**src/rtl/vend_multi_fsm_pkg.sv**
```systemverilog
// Shared types and helpers for the multi-product vending controller.
// State encoding is fixed so it can be probed or matched externally.
package vend_multi_fsm_pkg;

  localparam int MAX_SEL = 16;

  typedef enum logic [2:0] {
    ST_INIT   = 3'd0,
    ST_IDLE   = 3'd1,
    ST_DISP   = 3'd2,
    ST_CHANGE = 3'd3
  } state_e;

  // One-hot decode wide enough for the largest supported product count.
  function automatic logic [MAX_SEL-1:0] onehot16(input logic [3:0] idx);
    onehot16 = MAX_SEL'(1) << idx;
  endfunction

endpackage

```
**src/rtl/vend_disp_timer.sv**
```systemverilog
// Loadable down-counter timing the dispense pulse; done marks the last
// dispense cycle so the FSM can leave DISP on the following edge.
module vend_disp_timer #(
  parameter int DISP_CYCLES = 10,
  localparam int CNT_W = $clog2(DISP_CYCLES + 1)
) (
  input  logic clk,
  input  logic rst,
  input  logic start,
  output logic done
);

  logic [CNT_W-1:0] cnt_q, cnt_d;

  always_comb begin
    cnt_d = cnt_q;
    if (start) begin
      cnt_d = CNT_W'(DISP_CYCLES);
    end else if (cnt_q != '0) begin
      cnt_d = cnt_q - 1'b1;
    end
  end

  always_ff @(posedge clk) begin
    if (rst) begin
      cnt_q <= '0;
    end else begin
      cnt_q <= cnt_d;
    end
  end

  assign done = (cnt_q == CNT_W'(1));

endmodule

```
**src/rtl/vend_multi_fsm.sv**
```systemverilog
// Multi-product vending controller: credit accumulation, price check,
// timed one-hot dispense, and change/refund return. All outputs registered.
module vend_multi_fsm
  import vend_multi_fsm_pkg::*;
#(
  parameter int NUM_SEL = 4,
  parameter int AMT_W = 8,
  parameter logic [NUM_SEL*AMT_W-1:0] PRICE_TBL = 32'h644B3219,
  parameter int DISP_CYCLES = 10,
  localparam int SEL_W = (NUM_SEL > 1) ? $clog2(NUM_SEL) : 1
) (
  input  logic               clk,
  input  logic               rst,
  input  logic               init_done,
  input  logic               coin_valid,
  input  logic [AMT_W-1:0]   coin_val,
  input  logic               sel_valid,
  input  logic [SEL_W-1:0]   sel_idx,
  input  logic               cancel,
  output logic [NUM_SEL-1:0] disp,
  output logic               busy,
  output logic [AMT_W-1:0]   total,
  output logic               coin_reject,
  output logic               sel_err,
  output logic               change_valid,
  output logic [AMT_W-1:0]   change_amt
);

  state_e             state_q, state_d;
  logic [AMT_W-1:0]   total_q, total_d;
  logic [SEL_W-1:0]   sel_q, sel_d;
  logic [NUM_SEL-1:0] disp_q, disp_d;
  logic               busy_q, busy_d;
  logic               coin_reject_q, coin_reject_d;
  logic               sel_err_q, sel_err_d;
  logic               change_valid_q, change_valid_d;
  logic [AMT_W-1:0]   change_amt_q, change_amt_d;

  logic [AMT_W-1:0]   price;
  logic               idx_ok;
  logic [AMT_W:0]     sum;
  logic               timer_start;
  logic               timer_done;

  // Loop-based mux keeps the table slice in range for any sel_idx value.
  always_comb begin
    price  = '0;
    idx_ok = (int'(sel_idx) < NUM_SEL);
    for (int i = 0; i < NUM_SEL; i++) begin
      if (int'(sel_idx) == i) price = PRICE_TBL[i*AMT_W +: AMT_W];
    end
  end

  assign sum = {1'b0, total_q} + {1'b0, coin_val};

  vend_disp_timer #(.DISP_CYCLES(DISP_CYCLES)) u_timer (
    .clk   (clk),
    .rst   (rst),
    .start (timer_start),
    .done  (timer_done)
  );

  always_comb begin
    state_d        = state_q;
    total_d        = total_q;
    sel_d          = sel_q;
    disp_d         = '0;
    coin_reject_d  = 1'b0;
    sel_err_d      = 1'b0;
    change_valid_d = 1'b0;
    change_amt_d   = '0;
    timer_start    = 1'b0;
    case (state_q)
      ST_INIT: begin
        coin_reject_d = coin_valid;
        if (init_done) state_d = ST_IDLE;
      end
      ST_IDLE: begin
        if (cancel && (total_q != '0)) begin
          coin_reject_d  = coin_valid;
          change_valid_d = 1'b1;
          change_amt_d   = total_q;
          total_d        = '0;
          state_d        = ST_CHANGE;
        end else if (sel_valid) begin
          coin_reject_d = coin_valid;
          if (!idx_ok || (total_q < price)) begin
            sel_err_d = 1'b1;
          end else begin
            total_d     = total_q - price;
            sel_d       = sel_idx;
            disp_d      = NUM_SEL'(onehot16(4'(sel_idx)));
            timer_start = 1'b1;
            state_d     = ST_DISP;
          end
        end else if (cancel) begin
          coin_reject_d = coin_valid;
        end else if (coin_valid) begin
          // Overflowing coins bounce back; credit never wraps or saturates.
          if (sum[AMT_W]) coin_reject_d = 1'b1;
          else            total_d = sum[AMT_W-1:0];
        end
      end
      ST_DISP: begin
        coin_reject_d = coin_valid;
        if (timer_done) begin
          if (total_q != '0) begin
            change_valid_d = 1'b1;
            change_amt_d   = total_q;
            total_d        = '0;
            state_d        = ST_CHANGE;
          end else begin
            state_d = ST_IDLE;
          end
        end else begin
          disp_d = NUM_SEL'(onehot16(4'(sel_q)));
        end
      end
      ST_CHANGE: begin
        coin_reject_d = coin_valid;
        state_d       = ST_IDLE;
      end
      default: state_d = ST_INIT;
    endcase
    busy_d = (state_d != ST_IDLE);
  end

  always_ff @(posedge clk) begin
    if (rst) begin
      state_q        <= ST_INIT;
      total_q        <= '0;
      sel_q          <= '0;
      disp_q         <= '0;
      busy_q         <= 1'b1;
      coin_reject_q  <= 1'b0;
      sel_err_q      <= 1'b0;
      change_valid_q <= 1'b0;
      change_amt_q   <= '0;
    end else begin
      state_q        <= state_d;
      total_q        <= total_d;
      sel_q          <= sel_d;
      disp_q         <= disp_d;
      busy_q         <= busy_d;
      coin_reject_q  <= coin_reject_d;
      sel_err_q      <= sel_err_d;
      change_valid_q <= change_valid_d;
      change_amt_q   <= change_amt_d;
    end
  end

  assign disp         = disp_q;
  assign busy         = busy_q;
  assign total        = total_q;
  assign coin_reject  = coin_reject_q;
  assign sel_err      = sel_err_q;
  assign change_valid = change_valid_q;
  assign change_amt   = change_amt_q;

endmodule

```
**config.mk**
```make
export PLATFORM = sky130hd
export DESIGN_NAME = vend_multi_fsm
export DESIGN_NICKNAME = d
export VERILOG_FILES = /design/src/rtl/vend_multi_fsm_pkg.sv /design/src/rtl/vend_disp_timer.sv /design/src/rtl/vend_multi_fsm.sv
export SDC_FILE = /design/constraint.sdc
export NUM_CORES = 1
export LEC_CHECK = 0
export ABC_AREA = 1
export ABC_CLOCK_PERIOD_IN_PS = 2200
export CAP_MARGIN = 30
export CORE_MARGIN = 2
export CORE_UTILIZATION = 40
export DETAILED_ROUTE_END_ITERATION = 6
export PLACE_DENSITY = 0.72
export SLEW_MARGIN = 20
export SYNTH_ARGS = -nofsm -noshare
export SYNTH_HDL_FRONTEND = slang
export SYNTH_HIERARCHICAL = 1
export SYNTH_SLANG_ARGS = --single-unit
```
**constraint.sdc**
```tcl
create_clock -name clk -period 2.2 [get_ports clk]
set_input_delay 0.44 -clock clk [delete_from_list [all_inputs] [get_ports clk]]
set_output_delay 0.44 -clock clk [all_outputs]
set_load 0.02 [all_outputs]
```
==> results_dict.tcl <==
set metrics [dict create \
    synth_area_um2 2285 \
    grt_use_met1_pct 27.23 \
    holdPathStages 1 \
    hpwl_um 5002 \
    busiest_layer "met2" \
    regToRegEndpoint "total[2]" \
    synth.area.mux_share_pct 0 \
    period_minus_slack_ns 2.141 \
    hold_path.class "reg2reg" \
    post-route-period-util_pct 97.34 \
    leakage_nw 1.620 \
    met3_usage_pct 4.186 \
    drc 0 \
    hold_viol 0 \
    num_vias 2540 \
    p_per_area_nw_per_um2 542.0 \
    drtIter0Drc 105 \
    cp-end-kind "register" \
    coreArea_um2 5507 \
    cts_root_buffer "clkbuf_8" \
    synth-seq-cells 33 \
    wl_per_cell_um 12.58 \
    cts_buffers 5 \
    antenna_found_initial 0 \
    gr-total-overflow 0 \
    clock_latency_ns 0.29 \
    n_antenna_cell 0 \
    synth-adder-area-share_pct 12.16 \
    clk_pin_slew_ns 0.07 \
    cts_buffer_depth 2 \
    startpoint_type "input port" \
    nets 487 \
    max-cap-violations 0 \
    syn-num-nets 396 \
    avgSynthCellArea_um2 6.364 \
    grt_max_degree 20 \
    worstPathRequired_ns 2.43 \
    globalplace.congestion 0.8661 \
    fin_skew_ns 0.007624 \
    grt_pass1_wl_um 10860 \
    synth.area.top_cells "dfxtp_1 29%, nand2_1 15%, ha_1 10%, nor2_1 8.4%, inv_1 8.1%" \
    ys_types 26 \
    grt.total_usage_pct 21.73 \
    synth-xor-area-share_pct 0.7667 \
    drt_pre_antenna_iters 6 \
    path_class "in2reg" \
    dieArea_um2 6332 \
    crit_fanout 6 \
    synth_seq_area_share_pct 28.92 \
    power_w 0.001825 \
    worst_slew_pin_slew_ns 0.5820 \
    dieWidth_um 79.58 \
    cp.arrival_ns 2.37 \
    synth_compound_area_share_pct 10.79 \
    outcome "finished clean" \
    ff2ff_setup_slack_ns 0.13 \
    viasPerCell 4.857 \
    row_count 27 \
    fill_cells 518 \
    yosysWarningCount 6 \
    cts_tree "done" \
    synth_simple_gate_area_share_pct 37.68 \
    io_buffers 39 \
    ir_worst_vdd_v 0.0003544 \
    htreeDepth 2 \
    synth.top_cell.area_share_pct 28.92 \
    ctsHoldBuffers 0 \
    grt_use_met2_pct 38.49 \
    reg2reg_from "total[0]" \
    final_core_util_pct 61.17 \
    synthCells 359 \
    io_pins 40 \
    setup_viol_count_final 0 \
    synth_top_family_by_area "simple AND/OR/NAND/NOR gates" \
    synth_top_cell_by_area "dfxtp_1" \
    worst_r2r_path_depth 15 \
    relSlewSlack_pct 60.79 \
    hold_end "u_timer/cnt_q[0]" \
    drv_slew 0 \
    grt_pass1_vias 2455 \
    worstHoldStart "u_timer/cnt_q[0]" \
    drive_above_1_share_pct 23.06 \
    area_growth_syn_to_layout_pct 47.43 \
    max_freq_mhz 467.0 \
    start_util_pct 41.49 \
    ant_nets 0 \
    cts_num_sinks 33 \
    die_height_um 79.58 \
    drt_wl_total_um 6578 \
]
[sequential cells by signal, summed over array words and instances (netlist names)]
register       cells
busy               1
change_amt         8
change_valid       1
coin_reject        1
disp               4
sel_err            1
sel_q              2
state_q            3
total              8
u_timer/cnt_q      4
[Yosys cell counts (all sizes together)]
library cell / instances
nand2: 95
nor2: 55
inv: 53
dfxtp: 33
nand3: 31
a21oi: 24
ha: 19
o21ai: 16
nand4: 8
nor3: 6
clkbuf: 5
o211ai: 3
or2: 3
a31oi: 2
fa: 2
xnor2: 2
conb: 1
o31ai: 1
[power by group]
group	internal, W	switching, W
combinational	0.000268	0.000307
sequential	0.000623	0.0000351
clock	0.000369	0.000223
total	0.00126	0.000565
[worst max-delay path: stages]
cell	delay (ns)
buf_4	0.15
ha_4	0.17
nor2_4	0.11
o21ai_2	0.06
ha_1	0.30
nand2_2	0.07
nor3_2	0.19
nand2_1	0.08
nand2_2	0.13
nor2_4	0.05
nor2_4	0.22
inv_2	0.07
nor2_4	0.17
nor2_1	0.06
nor2_1	0.10
[stage by stage]
| step | TNS, ns | setup slack [ns] | hold WS [ns] | std cells | area [µm²] |
|---|---|---|---|---|---|
| final | 0 | 0.05861 | 0.4850 | 523 | 3368 |
| after global routing | -0.3031 | -0.05428 | 0.5179 | 523 | 3368 |
| after CTS | 0 | 0.003345 | 0.4828 | 522 | 3261 |
| after detailed placement | -12.88 | -0.6571 | 0.4673 | 511 | 3102 |
| after global placement | -11.49 | -0.5680 | 0.4623 | 511 | 3102 |
| after floorplan | 0 | 0.004855 | 0.4444 | 359 | 2295 |
[logic make-up (layout without fill, tap and decap cells)]
group | count (synthesis) | after routing
flip-flops | 33 | 33
XOR/XNOR | 2 | 2
other | 1 | 1
AND/OR/NAND/NOR | 198 | 198
adder cells (fa/ha/maj) | 21 | 21
buffers and inverters | 58 | 150
AO/OA/AOI/OAI | 46 | 46
[area by class of cell]
type	count	area, µm²	area share, %
inverter	53	201.4	5.981
clock buffer	7	86.33	2.563
multi-input combinational	268	1525	45.28
sequential	33	664.4	19.73
clock inverter	1	30.03	0.8915
timing repair buffer	89	770.7	22.88
tap	72	90.09	2.675
[routing by layer]
metal	vias up	share of wire [%]
met5	-	0
met1	1145	43
met4	0	0
li1	1326	-
met2	69	51
met3	0	5.6
[timing repair]
item                       CTS  global route
pin swaps                    3            17
setup endpoints to repair   23            21
resized for setup           12            37
buffers inserted             3             1
[cell usage in the layout (no fill, tap or decap), types with 4 or more instances in the layout]
cell	n
nor2_4	5
nor2_1	45
clkdlybuf4s50_1	36
nand3_1	28
buf_4	50
nor3_1	4
nand4_1	8
a21oi_1	21
nor2_2	5
nand2_2	7
inv_2	7
o21ai_0	13
inv_1	45
nand2_1	88
clkbuf_8	6
ha_1	14
dfxtp_1	32
[worst max path at each step]
stage	startpoint	endpoint	slack, ns	cells past startpoint
after global routing	sel_idx[1]	total[3]	-0.05	15
final	sel_idx[1]	total[2]	0.06	15
after floorplan	sel_idx[0]	total[5]	0.005	14
after CTS	sel_idx[0]	disp[3]	0.003	14
after global placement	sel_idx[0]	total[6]	-0.57	16
after detailed placement	sel_idx[0]	total[6]	-0.66	16
Note: power is estimated with default switching activity, not from simulation.
